==> config.mk <==
export PLATFORM = sky130hd
export DESIGN_NAME = sphere_scene_loader
export DESIGN_NICKNAME = d
export VERILOG_FILES = /design/src/rtl/sphere_scene_loader.sv
export SDC_FILE = /design/constraint.sdc
export NUM_CORES = 1
export LEC_CHECK = 0
export CORE_UTILIZATION = 40
export CTS_BUF_LIST = sky130_fd_sc_hd__clkbuf_4 sky130_fd_sc_hd__clkbuf_8
export DETAILED_ROUTE_END_ITERATION = 16
export GPL_TIMING_DRIVEN = 1
export PLACE_DENSITY = 0.64
export SLEW_MARGIN = 30
export SYNTH_ARGS = -nofsm -noshare
export SYNTH_HDL_FRONTEND = slang
export SYNTH_SLANG_ARGS = --single-unit
==> constraint.sdc <==
create_clock -name CLK100MHZ -period 11.8 [get_ports CLK100MHZ]
set_clock_uncertainty 0.15 [all_clocks]
set_input_delay 2.36 -clock CLK100MHZ [delete_from_list [all_inputs] [get_ports CLK100MHZ]]
set_output_delay 2.36 -clock CLK100MHZ [all_outputs]
set_load 0.03 [all_outputs]
==> src/rtl/sphere_scene_loader.sv <==
// Double-buffered sphere table loader: header + N sphere words fill the shadow bank,
// swapped in on frame_start. Optional checksum trailer enabled by LOADER_CHECKSUM_EN.
module sphere_scene_loader #(
  parameter int unsigned N_SPHERES = 4,
  parameter int unsigned WORD_W    = 64,
  localparam int unsigned IdxW     = (N_SPHERES > 1) ? $clog2(N_SPHERES) : 1
) (
  input  logic              CLK100MHZ,
  input  logic              ck_rst,
  input  logic              recv_dv,
  input  logic [WORD_W-1:0] recv_64bit,
  input  logic              frame_start,
  input  logic [IdxW-1:0]   rd_index,
  output logic [WORD_W-1:0] rd_sphere,
  output logic [7:0]        sphere_count,
  output logic              scene_valid,
  output logic              recv_interrupt,
  output logic              err_header,
  output logic              err_drop
);

`ifdef LOADER_CHECKSUM_EN
  typedef enum logic [1:0] {StIdle, StLoad, StPending, StCheck} state_e;
`else
  typedef enum logic [1:0] {StIdle, StLoad, StPending} state_e;
`endif

  state_e            state_q;
  logic              act_sel_q, act_sel_d;
  logic [7:0]        wr_ptr_q, count_q, sphere_count_q;
  logic              scene_valid_q, err_header_q, err_drop_q;
  logic [WORD_W-1:0] rd_sphere_q;
  logic [WORD_W-1:0] mem_q [2][N_SPHERES];
`ifdef LOADER_CHECKSUM_EN
  logic [WORD_W-1:0] csum_q;
`endif

  logic [7:0] hdr_count, wr_ptr_inc;
  logic       hdr_ok, swap;

  always_comb begin
    hdr_count  = recv_64bit[7:0];
    hdr_ok     = (recv_64bit[63:56] == 8'hA5) && (hdr_count != 8'd0) &&
                 ({24'd0, hdr_count} <= N_SPHERES);
    wr_ptr_inc = wr_ptr_q + 8'd1;
    swap       = (state_q == StPending) && frame_start;
    act_sel_d  = act_sel_q ^ swap;
  end

  // Shadow bank is the one not selected; contents survive reset by design.
  always_ff @(posedge CLK100MHZ) begin
    if (!ck_rst && (state_q == StLoad) && recv_dv) begin
      mem_q[~act_sel_q][wr_ptr_q[IdxW-1:0]] <= recv_64bit;
    end
  end

  always_ff @(posedge CLK100MHZ) begin
    if (ck_rst) begin
      state_q        <= StIdle;
      act_sel_q      <= 1'b0;
      wr_ptr_q       <= 8'd0;
      count_q        <= 8'd0;
      sphere_count_q <= 8'd0;
      scene_valid_q  <= 1'b0;
      err_header_q   <= 1'b0;
      err_drop_q     <= 1'b0;
      rd_sphere_q    <= '0;
`ifdef LOADER_CHECKSUM_EN
      csum_q         <= '0;
`endif
    end else begin
      err_header_q <= 1'b0;
      err_drop_q   <= 1'b0;
      act_sel_q    <= act_sel_d;
      // Read through the next select so a swap is visible right after its edge.
      rd_sphere_q  <= mem_q[act_sel_d][rd_index];
      case (state_q)
        StIdle: begin
          if (recv_dv) begin
            if (hdr_ok) begin
              count_q  <= hdr_count;
              wr_ptr_q <= 8'd0;
              state_q  <= StLoad;
`ifdef LOADER_CHECKSUM_EN
              csum_q   <= recv_64bit;
`endif
            end else begin
              err_header_q <= 1'b1;
            end
          end
        end
        StLoad: begin
          if (recv_dv) begin
            wr_ptr_q <= wr_ptr_inc;
`ifdef LOADER_CHECKSUM_EN
            csum_q <= csum_q ^ recv_64bit;
            if (wr_ptr_inc == count_q) state_q <= StCheck;
`else
            if (wr_ptr_inc == count_q) state_q <= StPending;
`endif
          end
        end
`ifdef LOADER_CHECKSUM_EN
        StCheck: begin
          if (recv_dv) begin
            if (recv_64bit == csum_q) begin
              state_q <= StPending;
            end else begin
              err_drop_q <= 1'b1;
              state_q    <= StIdle;
            end
          end
        end
`endif
        StPending: begin
          if (recv_dv) err_drop_q <= 1'b1;
          if (frame_start) begin
            sphere_count_q <= count_q;
            scene_valid_q  <= 1'b1;
            state_q        <= StIdle;
          end
        end
        default: state_q <= StIdle;
      endcase
    end
  end

  assign rd_sphere      = rd_sphere_q;
  assign sphere_count   = sphere_count_q;
  assign scene_valid    = scene_valid_q;
  assign recv_interrupt = (state_q == StIdle);
  assign err_header     = err_header_q;
  assign err_drop       = err_drop_q;

endmodule

* Word-level counts from Yosys, hierarchy flattened
Memory sizes are Yosys's and may differ from the RTL's.
Cells that the tools add are included.
** Word-level totals
- Flip-flop bits (word level) :: 94
- RAM bits :: 512
- Output and inout bits :: 76
- Logic and storage cells :: 66
- Memories kept :: 1
** Memories
- mem_q :: words 2, bits a word 256, rd ports 1, clocked after memory_dff 0, write ports 1, RTL line 33 : logic [WORD_W-1:0] mem_q [2][N_SPHERES];
** Operators by class
- Add/sub/neg operators :: 1
- Order comparisons :: 4
- Equal/unequal tests :: 9
- Muxes and demuxes :: 19
- Bitwise operators :: 7
- Reductions and logical operators :: 16
** Operators by type and width (count)
- $mux W256 :: 1
- $mux W64 :: 3
- $bmux W64 S2 :: 1
- $demux W64 S2 :: 1
- $mux W8 :: 3
- $pmux W8 S2 :: 1
- $mux W2 :: 5
- $add A8 B1 Y8 const B :: 1
- $eq A8 B8 Y1 :: 1
- $eq A8 B8 Y1 const B :: 1
- $le A8 B3 Y1 const B :: 1
- $reduce_bool A8 Y1 :: 1
- $ge A3 B3 Y1 const B :: 2
- $logic_and A1 B1 Y1 :: 6
- $ne A2 B2 Y1 const B :: 3
- $not A2 Y3 :: 2
- $pmux W2 S3 :: 1
- $reduce_and A5 Y1 :: 1
- $ne A2 B1 Y1 const B :: 2
- $not A1 Y1 :: 4
- $reduce_and A4 Y1 :: 1
- $lt A3 B1 Y1 const B :: 1
- $mux W1 :: 3
- $reduce_and A3 Y1 :: 1
- other kinds (9) :: 9

* Longest topological paths before layout
Gate-level depths: netlist (run 1).
An unclocked memory read counts as a cell.
- Word-level depth :: 7
- Mapped depth :: 8

* Worst setup path after synthesis (run 1)
No wires, ideal clock.
- Path kind :: input port to flip-flop
- From :: in ck_rst
- To :: mem mem_q[1][0] (netlist name) (enable)
- Arrival time :: 8.631 ns
- Data required time :: 11.007 ns
- Slack :: 2.375 ns
- Cell stages on the path :: 2
- Buffers on the path :: 0
- Path through :: nand3b_1 nor4_1
** Between the ends
- Word-level cells in the longest chain between the ends :: 5
** RTL lines
- start: declaration :: RTL line 9 : input logic ck_rst,
- $logic_not A1 Y1 :: RTL line 52 : if (!ck_rst && (state_q == StLoad) && recv_dv) begin
- $logic_and A1 B1 Y1 (2 in series) :: RTL line 52
- $mux W1 :: RTL line 52
- $mux W256 (implied by the code) :: RTL line 53 : mem_q[~act_sel_q][wr_ptr_q[IdxW-1:0]] <= recv_64bit;
- end: declaration :: RTL line 33
No other way between the ends.

* Final worst setup path (run 1)
- From :: in frame_start
- To :: reg rd_sphere_q[37] (netlist: rd_sphere[37])
** Between the ends
- Word-level cells in the longest chain between the ends :: 6
** RTL lines
- start: declaration :: RTL line 12 : input logic frame_start,
- $logic_and A1 B1 Y1 :: RTL line 46 : swap = (state_q == StPending) && frame_start;
- $xor A1 B1 Y1 :: RTL line 47 : act_sel_d = act_sel_q ^ swap;
- $mem_v2 Z2 W256
- $bmux W64 S2 :: RTL line 76 : rd_sphere_q <= mem_q[act_sel_d][rd_index];
- $mux W64 (implied by the code) (2 in series) :: RTL line 76
- end signal: assignment :: RTL line 76
- end: declaration :: RTL line 32 : logic [WORD_W-1:0] rd_sphere_q;
No other way between the ends. The select of a mux whose other input is x is not followed.
A chain may end at the register's enable or synchronous reset.

==> impl_results.html, run 1 <==
<table>
<tr><th>Metric</th><th>Value</th></tr>
<tr><th colspan="2">Clock network</th></tr>
<tr><td>Number of gates resized after CTS</td><td>0</td></tr>
<tr><td>Clock latency of the later-clocked register in the worst-skew pair</td><td>0.68 ns</td></tr>
<tr><td>CTS tree</td><td>yes</td></tr>
<tr><td>Clock-pin slew of the registers on the worst-case setup and hold paths</td><td>0.06 ns</td></tr>
<tr><td>CTS H-Tree Depth</td><td>3</td></tr>
<tr><td>Clock net sink count</td><td>roughly 610</td></tr>
<tr><td>Cell at the root of the clock tree</td><td>clkbuf_8</td></tr>
<tr><td>Total clock buffers created by CTS</td><td>98</td></tr>
<tr><td>Deepest clock path buffer count</td><td>3</td></tr>
<tr><td>Total setup buffers inserted after CTS</td><td>0</td></tr>
<tr><td>CTS Hold Bufs</td><td>0</td></tr>
<tr><th colspan="2">Drt</th></tr>
<tr><td>Highest metal layer with signal wires</td><td>met5</td></tr>
<tr><td>Remaining design rule violation count</td><td>0</td></tr>
<tr><td>Routed wire length</td><td>slightly above 50 mm</td></tr>
<tr><td>Vias</td><td>around 14000</td></tr>
<tr><td>Met1 Routed Length</td><td>between 20 and 25 mm</td></tr>
<tr><td>Routed vias/inst</td><td>approximately 5.1</td></tr>
<tr><td>Count of nets left with antenna violations after detail routing</td><td>0</td></tr>
<tr><td>Detailed Route Iter0 Violations</td><td>998</td></tr>
<tr><td>Amount of wire on met2 after detailed routing</td><td>about 24 mm</td></tr>
<tr><td>Average detailed-routed wire length per instance</td><td>about 19 um</td></tr>
<tr><td>Iteration count of the initial detailed-routing pass</td><td>5</td></tr>
<tr><td>Met3 Wirelength</td><td>3.142 mm</td></tr>
<tr><th colspan="2">Logic synthesis</th></tr>
<tr><td>Post-synthesis cell count</td><td>between 1500 and 2000</td></tr>
<tr><td>Mapped Area</td><td>between 20000 and 25000 um2</td></tr>
<tr><td>Synth Warn #</td><td>0</td></tr>
<tr><td>Post-synthesis sequential area ratio</td><td>0.7704</td></tr>
<tr><td>Dominant synthesized flop cell</td><td>edfxtp_1</td></tr>
<tr><td>Post-synth ARST share</td><td>0</td></tr>
<tr><td>Avg Cell Area, Syn</td><td>around 13 um2</td></tr>
<tr><td>Count of different cell masters after synthesis</td><td>50</td></tr>
<tr><td>Flip-flop and latch count after synthesis</td><td>approximately 610</td></tr>
<tr><td>Number of synthesized flops with an enable pin</td><td>~500</td></tr>
<tr><td>Mapped Nets</td><td>roughly 1800</td></tr>
<tr><th colspan="2">Timing</th></tr>
<tr><td>Setup violators final</td><td>0</td></tr>
<tr><td>Top achievable clock speed</td><td>approximately 190 MHz</td></tr>
<tr><td>Final hold violation count</td><td>0</td></tr>
<tr><td>Setup total negative slack</td><td>0 ns</td></tr>
<tr><td>Tcrit/Tclk final</td><td>0.4458</td></tr>
<tr><td>Max-slew violation total from the final report</td><td>0</td></tr>
<tr><td>Worst Max-Slew Pin Slew</td><td>0.9300 ns</td></tr>
<tr><td>Worst rel slew slack</td><td>0.3800</td></tr>
<tr><td>Minimum period implied by the final worst setup slack</td><td>around 5.3 ns</td></tr>
<tr><td>Unrepaired setup endpoints after global routing</td><td>no</td></tr>
<tr><th colspan="2">Floorplanning</th></tr>
<tr><td>Die width</td><td>238.6 um</td></tr>
<tr><td>Die Footprint</td><td>about 57000 um2</td></tr>
<tr><td>Starting density of the core</td><td>0.4058</td></tr>
<tr><td>Rows</td><td>86</td></tr>
<tr><td>Core box area</td><td>~55000 um2</td></tr>
<tr><td>Vert. Die Dim</td><td>roughly 240 um</td></tr>
<tr><td>Ports placed on the boundary</td><td>between 100 and 150</td></tr>
<tr><th colspan="2">Worst setup path</th></tr>
<tr><td>CP Data Required Time</td><td>roughly 12 ns</td></tr>
<tr><td>Family with the most delay on the worst path</td><td>buffers and inverters</td></tr>
<tr><td>Ordered cell list for the critical path</td><td>clkdlybuf4s50_1 -&gt; and3b_1 -&gt; xnor2_4 -&gt; buf_4 -&gt; buf_6 -&gt; nand2_1 -&gt; a21oi_1 -&gt; or4_1</td></tr>
<tr><td>Sort of element at the end of the critical path</td><td>flop</td></tr>
<tr><td>Worst Setup Path Type</td><td>input port to flop</td></tr>
<tr><td>CP Buf/Inv Count</td><td>3</td></tr>
<tr><td>Longest individual stage delay on the worst path</td><td>slightly above 0.7 ns</td></tr>
<tr><td>Largest driver fanout on the critical path</td><td>104</td></tr>
<tr><td>Slowest cell on the critical path</td><td>and3b_1</td></tr>
<tr><td>Element type at the critical path start</td><td>input port</td></tr>
<tr><td>CP arrival</td><td>5.72 ns</td></tr>
<tr><th colspan="2">Power and ir drop</th></tr>
<tr><td>Total power per unit cell area</td><td>around 160 nW/um2</td></tr>
<tr><td>Total leakage power</td><td>slightly above 0.009 uW</td></tr>
<tr><td>Max rail drop VDD</td><td>between 80 and 90 uV</td></tr>
<tr><th colspan="2">Final layout</th></tr>
<tr><td>Post-route core utilization</td><td>0.4856</td></tr>
<tr><td>Area growth from synthesis to layout</td><td>19.66%</td></tr>
<tr><td>Final non-filler cell total</td><td>2687</td></tr>
<tr><td>Final Net Count</td><td>1934</td></tr>
<tr><td>Fraction of final layout cells with drive strength greater than 1</td><td>0.1078</td></tr>
<tr><th colspan="2">Global route</th></tr>
<tr><td>Total congestion overflow</td><td>0</td></tr>
<tr><td>Maximum number of pins on one net before global-route repair</td><td>between 100 and 150</td></tr>
<tr><td>Vias in the first global route</td><td>approximately 14000</td></tr>
<tr><td>Global-route wire length before repair</td><td>approximately 80 mm</td></tr>
<tr><td>Initial antenna violation count</td><td>2</td></tr>
<tr><td>Global Route Usage Sum</td><td>0.1832</td></tr>
<tr><th colspan="2">Placement</th></tr>
<tr><td>HPWL Detailed</td><td>approximately 27 mm</td></tr>
<tr><td>Number of port buffers</td><td>145</td></tr>
<tr><td>Placed Instances</td><td>between 2000 and 3000</td></tr>
<tr><td>RePlAce Congestion</td><td>roughly 0.75</td></tr>
<tr><th colspan="2">Run</th></tr>
<tr><td>Reported max-cap violation count</td><td>0</td></tr>
<tr><th colspan="2">Outcome</th></tr>
<tr><td>Run status</td><td>finished, final reports clean</td></tr>
<tr><th colspan="2">Min path</th></tr>
<tr><td>Worst min-delay path class</td><td>flop to flop</td></tr>
</table>
==> layout make-up <==
cell class,count,area [um2]
Antenna cell,1,2.502
Clock buffer,160,1883
Clock inverter,18,156.4
Fill cell,4771,28400
Inverter,8,30.03
Multi-Input combinational cell,981,4767
Sequential cell,606,17260
Tap cell,748,935.9
Timing Repair Buffer,165,1772
==> layer usage <==
layer  GRT usage  vias to the layer above
met5           0                        -
met4     0.06099                        4
met3     0.03857                       83
met2      0.2912                      409
met1      0.2504                     6715
li1            -                     6428
==> cells in the mapped netlist (all sizes together) (10+ instances only) <==
cell type | number | share of area
nand2 | 523 | 0.088
edfxtp | 512 | 0.69
a21oi | 261 | 0.058
dfxtp | 94 | 0.084
or4 | 62 | 0.021
buf | 50 | 0.011
clkbuf | 46 | 0.0077
and2 | 16 | 0.0045
nor2 | 15 | 0.0025
nor3 | 11 | 0.0025
mux2i | 10 | 0.0045
xnor2 | 10 | 0.0042
==> logic make-up after synthesis <==
family | Yosys count | share of synthesized area
compound gates | 291 | 0.06798
xor+xnor | 11 | 0.004637
fa+ha+maj | 4 | 0.002234
buf+inv | 104 | 0.01977
flops | 606 | 0.7704
mux | 11 | 0.004971
simple gates | 664 | 0.1300
==> placed cells by master (no fill, tap or decap), types with 4 or more instances in the layout <==
| cell | n |
|---|---|
| buf_12 | 6 |
| inv_1 | 8 |
| clkbuf_8 | 109 |
| buf_6 | 4 |
| clkdlybuf4s50_1 | 145 |
| o32ai_1 | 4 |
| xnor2_1 | 8 |
| buf_4 | 6 |
| and2_4 | 7 |
| a21oi_1 | 261 |
| dfxtp_1 | 94 |
| clkbuf_4 | 51 |
| edfxtp_1 | 512 |
| nand2_1 | 522 |
| nor2_1 | 15 |
| clkinv_1 | 8 |
| buf_16 | 4 |
| and2_1 | 9 |
| nand3_1 | 5 |
| o21ai_0 | 8 |
| or4_1 | 62 |
| ha_1 | 4 |
| nor3_1 | 11 |
| mux2i_1 | 10 |
| a31oi_1 | 4 |
==> worst register-to-register path, stage by stage, from the launching register on <==
cell,delay [ns]
dfxtp_1,0.68
and3b_1,0.78
xnor2_4,0.19
buf_4,0.70
buf_6,0.73
nand2_1,0.20
a21oi_1,0.15
or4_1,0.14
==> worst paths after layout <==
path,cells past startpoint,endpoint,startpoint,slack (ns)
worst min-delay path,2,sphere_count[1],sphere_count[1],0.31
worst max register to register,7,rd_sphere[37],state_q[1],8.05
worst min register to register,2,sphere_count[1],sphere_count[1],0.31
worst max-delay path,8,rd_sphere[37],frame_start,6.54
==> power breakdown <==
group	switching [uW]	internal (uW)	leakage (uW)
Combinational	92.8	58.1	0.00290
Clock	794	1050	0.00109
Sequential	6.69	2330	0.00537
==> flip-flops by register name, indices dropped and copies added, names as in the netlist <==
signal and cells:
scene_valid 1, count_q 8, err_header 1, rd_sphere 64
act_sel_q 1, err_drop 1, mem_q 512, wr_ptr_q 8
state_q 2, sphere_count 8
==> metrics by stage <==
step,hold slack [ns],cell area [um2],setup WS (ns),power (uW)
2_1_floorplan,0.3028,22400,2.375,2439
3_3_place_gp,0.3001,24530,5.682,2533
3_5_place_dp,0.2999,24750,5.605,2536
4_1_cts,0.3167,26790,6.324,4384
5_1_grt,0.3316,26800,6.330,4481
6_report,0.3107,26800,6.540,4335
(Power assumes the default switching activity.)
==> run 2: changes to the inputs <==
PLACE_DENSITY = 0.66   (was 0.64)
clock period = 4.7 ns   (was 11.8 ns; I/O delays follow)
==> impl_results.html, run 2 (synthesized netlist as in run 1, its figures left out) <==
<table>
<tr><th>Metric</th><th>Value</th></tr>
<tr><th colspan="2">Floorplanning</th></tr>
<tr><td>Starting density of the core</td><td>0.4058 (unchanged)</td></tr>
<tr><td>Ports placed on the boundary</td><td>146 (unchanged)</td></tr>
<tr><td>Die width</td><td>238.6 um (unchanged)</td></tr>
<tr><td>Vert. Die Dim</td><td>238.6 um (unchanged)</td></tr>
<tr><td>Die Footprint</td><td>56950 um2 (unchanged)</td></tr>
<tr><td>Rows</td><td>86 (unchanged)</td></tr>
<tr><td>Core box area</td><td>55200 um2 (unchanged)</td></tr>
<tr><th colspan="2">Drt</th></tr>
<tr><td>Remaining design rule violation count</td><td>0 (unchanged)</td></tr>
<tr><td>Average detailed-routed wire length per instance</td><td>19.05 um (was 19.24 um)</td></tr>
<tr><td>Routed wire length</td><td>51.48 mm (was 51.69 mm)</td></tr>
<tr><td>Iteration count of the initial detailed-routing pass</td><td>5 (unchanged)</td></tr>
<tr><td>Detailed Route Iter0 Violations</td><td>1001 (was 998)</td></tr>
<tr><td>Vias</td><td>13770 (was 13640)</td></tr>
<tr><td>Routed vias/inst</td><td>5.093 (was 5.076)</td></tr>
<tr><td>Count of nets left with antenna violations after detail routing</td><td>0 (unchanged)</td></tr>
<tr><th colspan="2">Final layout</th></tr>
<tr><td>Most used cells in the layout excluding fill and tap cells</td><td>nand2_1 (522), edfxtp_1 (512), a21oi_1 (261) (unchanged)</td></tr>
<tr><td>Final Net Count</td><td>1945 (was 1934)</td></tr>
<tr><td>FILL cells</td><td>4737 (was 4771)</td></tr>
<tr><td>Max FFs per register</td><td>512 (unchanged)</td></tr>
<tr><td>Post-route core utilization</td><td>0.4879 (was 0.4856)</td></tr>
<tr><td>Fraction of final layout cells with drive strength greater than 1</td><td>0.1116 (was 0.1078)</td></tr>
<tr><td>Most common library cell in the layout ignoring fill and taps</td><td>nand2_1 (unchanged)</td></tr>
<tr><td>Final design instance area without fill</td><td>26930 um2 (was 26800 um2)</td></tr>
<tr><td>Area growth from synthesis to layout</td><td>20.24% (was 19.66%)</td></tr>
<tr><th colspan="2">Clock network</th></tr>
<tr><td>Total clock buffers created by CTS</td><td>98 (unchanged)</td></tr>
<tr><td>CTS H-Tree Depth</td><td>3 (unchanged)</td></tr>
<tr><td>Clock-pin slew of the registers on the worst-case setup and hold paths</td><td>0.06 ns (about the same)</td></tr>
<tr><td>CTS Hold Bufs</td><td>0 (unchanged)</td></tr>
<tr><td>Deepest clock path buffer count</td><td>3 (unchanged)</td></tr>
<tr><td>Number of gates resized after CTS</td><td>0 (unchanged)</td></tr>
<tr><td>Clock latency of the later-clocked register in the worst-skew pair</td><td>0.67 ns (was 0.68 ns)</td></tr>
<tr><td>Total setup buffers inserted after CTS</td><td>0 (unchanged)</td></tr>
<tr><td>CTS tree</td><td>yes (unchanged)</td></tr>
<tr><td>Cell at the root of the clock tree</td><td>clkbuf_8 (unchanged)</td></tr>
<tr><td>Clock net sink count</td><td>606 (unchanged)</td></tr>
<tr><th colspan="2">Worst setup path</th></tr>
<tr><td>Worst Setup Path Type</td><td>flop to primary output (was input port to flop)</td></tr>
<tr><td>Worst reg2reg startpoint</td><td>state_q[0] (was state_q[1])</td></tr>
<tr><td>CP arrival</td><td>2.10 ns (was 5.72 ns)</td></tr>
<tr><td>CP Launch Point</td><td>state_q[1] (was frame_start)</td></tr>
<tr><td>Sort of element at the end of the critical path</td><td>primary output (was flop)</td></tr>
<tr><td>Largest driver fanout on the critical path</td><td>13 (was 104)</td></tr>
<tr><td>CP Data Required Time</td><td>3.61 ns (was 12.26 ns)</td></tr>
<tr><td>Element type at the critical path start</td><td>flop (was input port)</td></tr>
<tr><th colspan="2">Placement</th></tr>
<tr><td>Post-place instance area</td><td>24900 um2 (was 24750 um2)</td></tr>
<tr><td>Number of port buffers</td><td>145 (unchanged)</td></tr>
<tr><td>Placement Setup Slack</td><td>1.005 ns (was 5.605 ns)</td></tr>
<tr><td>HPWL Detailed</td><td>28.08 mm (was 27.09 mm)</td></tr>
<tr><td>RePlAce Congestion</td><td>0.7961 (was 0.7504)</td></tr>
<tr><th colspan="2">Power and ir drop</th></tr>
<tr><td>Clock share of power</td><td>0.424 (was 0.425)</td></tr>
<tr><td>Total leakage power</td><td>0.009411 uW (was 0.009358 uW)</td></tr>
<tr><td>Internal power of the cells</td><td>8590 uW (was 3441 uW)</td></tr>
<tr><td>Flop pwr share</td><td>0.541 (was 0.540)</td></tr>
<tr><td>Combinational power share</td><td>0.035 (about the same)</td></tr>
<tr><td>Max rail drop VDD</td><td>194.7 uV (was 80.71 uV)</td></tr>
<tr><td>Sw Ratio</td><td>0.2091 (was 0.2062)</td></tr>
<tr><td>Total power per unit cell area</td><td>403.2 nW/um2 (was 161.7 nW/um2)</td></tr>
<tr><td>Net Switching</td><td>2270 uW (was 893.9 uW)</td></tr>
<tr><th colspan="2">Timing</th></tr>
<tr><td>Unrepaired setup endpoints after global routing</td><td>no (unchanged)</td></tr>
<tr><td>Hold slack final</td><td>0.3148 ns (was 0.3107 ns)</td></tr>
<tr><td>Worst path setup slack after routing</td><td>1.510 ns (was 6.540 ns)</td></tr>
<tr><td>Top achievable clock speed</td><td>313.5 MHz</td></tr>
<tr><td>Worst rel slew slack</td><td>0.4781 (was 0.3800)</td></tr>
<tr><td>Worst Max-Slew Pin Slew</td><td>0.7828 ns (was 0.9300 ns)</td></tr>
<tr><td>Final hold violation count</td><td>0 (unchanged)</td></tr>
<tr><td>Max-slew violation total from the final report</td><td>0 (unchanged)</td></tr>
<tr><td>Minimum period implied by the final worst setup slack</td><td>about 3.2 ns</td></tr>
<tr><td>Setup total negative slack</td><td>0 ns (unchanged)</td></tr>
<tr><td>Tcrit/Tclk final</td><td>0.6786</td></tr>
<tr><td>Setup violators final</td><td>0 (unchanged)</td></tr>
<tr><th colspan="2">Min path</th></tr>
<tr><td>Hold Crit Start</td><td>sphere_count[3] (was sphere_count[1])</td></tr>
<tr><td>Worst min-delay path class</td><td>flop to flop (unchanged)</td></tr>
<tr><th colspan="2">Global route</th></tr>
<tr><td>Global Route Usage Sum</td><td>0.1810 (was 0.1832)</td></tr>
<tr><td>Vias in the first global route</td><td>13620 (was 13600)</td></tr>
<tr><td>Initial antenna violation count</td><td>3 (was 2)</td></tr>
<tr><td>Total congestion overflow</td><td>0 (unchanged)</td></tr>
<tr><td>Global-route wire length before repair</td><td>78.52 mm (was 79.44 mm)</td></tr>
<tr><td>Maximum number of pins on one net before global-route repair</td><td>121 (was 142)</td></tr>
<tr><th colspan="2">Outcome</th></tr>
<tr><td>Run status</td><td>finished, final reports clean (unchanged)</td></tr>
<tr><th colspan="2">Run</th></tr>
<tr><td>Reported max-cap violation count</td><td>0 (unchanged)</td></tr>
</table>
==> run 2: cell types whose count changed in the layout (fill, tap and decap cells not counted), moves of 2 or more <==
cell,before,now
clkinv_2,3,5
buf_6,4,0
buf_4,6,13
clkbuf_4,51,44
buf_16,4,0
clkinvlp_4,2,6
clkinv_1,8,14
buf_12,6,18
==> run 2: per-layer routing <==
layer | global-route usage | wire length (um) | vias to the layer above
li1 | - | - | 6464
met1 | 0.2513 | 23180 | 6759
met3 | 0.03845 | 3553 | 78
met4 | 0.06740 | 1096 | 4
met2 | 0.2796 | 23630 | 461
met5 | 0 | 23 | -
==> run 2: power by group through the flow <==
stage	registers (uW)	clock network, uW	logic, uW
5_1_grt	5870	4950	399
4_1_cts	5880	4720	378
3_5_place_dp	5990	0	377
6_report	5880	4610	375
2_1_floorplan	6050	0	68.5
3_3_place_gp	5990	0	372
==> run 2: worst paths after layout <==
kind	to	slack, ns	cells after the start
worst min-delay path	sphere_count[3]	0.31	2
worst max-delay path	recv_interrupt	1.51	2
worst min register to register	sphere_count[3]	0.31	2
worst max register to register	mem_q[0][210]	1.95	4
==> run 2: layout make-up <==
class / instances / area [um2] / area share
flip-flops and latches: 606 / 17260 / 0.6407
multi-input cells: 981 / 4767 / 0.1770
repair buffers: 176 / 1909 / 0.07089
clock buffers: 153 / 1831 / 0.06796
well taps: 748 / 935.9 / 0.03475
clock inverters: 29 / 200.2 / 0.007433
inverters: 8 / 30.03 / 0.001115
diodes: 2 / 5.005 / 0.0001858
==> run 2: through the flow <==
step / power [uW] / std cells
after global placement: 6361 / 2519
after CTS: 10980 / 2701
after detailed placement: 6365 / 2519
final: 10860 / 2703
after floorplan: 6123 / 1691
after global routing: 11220 / 2702
==> run 2: worst max-delay path, cell delays in order (launching register included) <==
cell and delay (ns):
dfxtp_1 0.65, nor2_1 0.15, clkdlybuf4s50_1 0.63
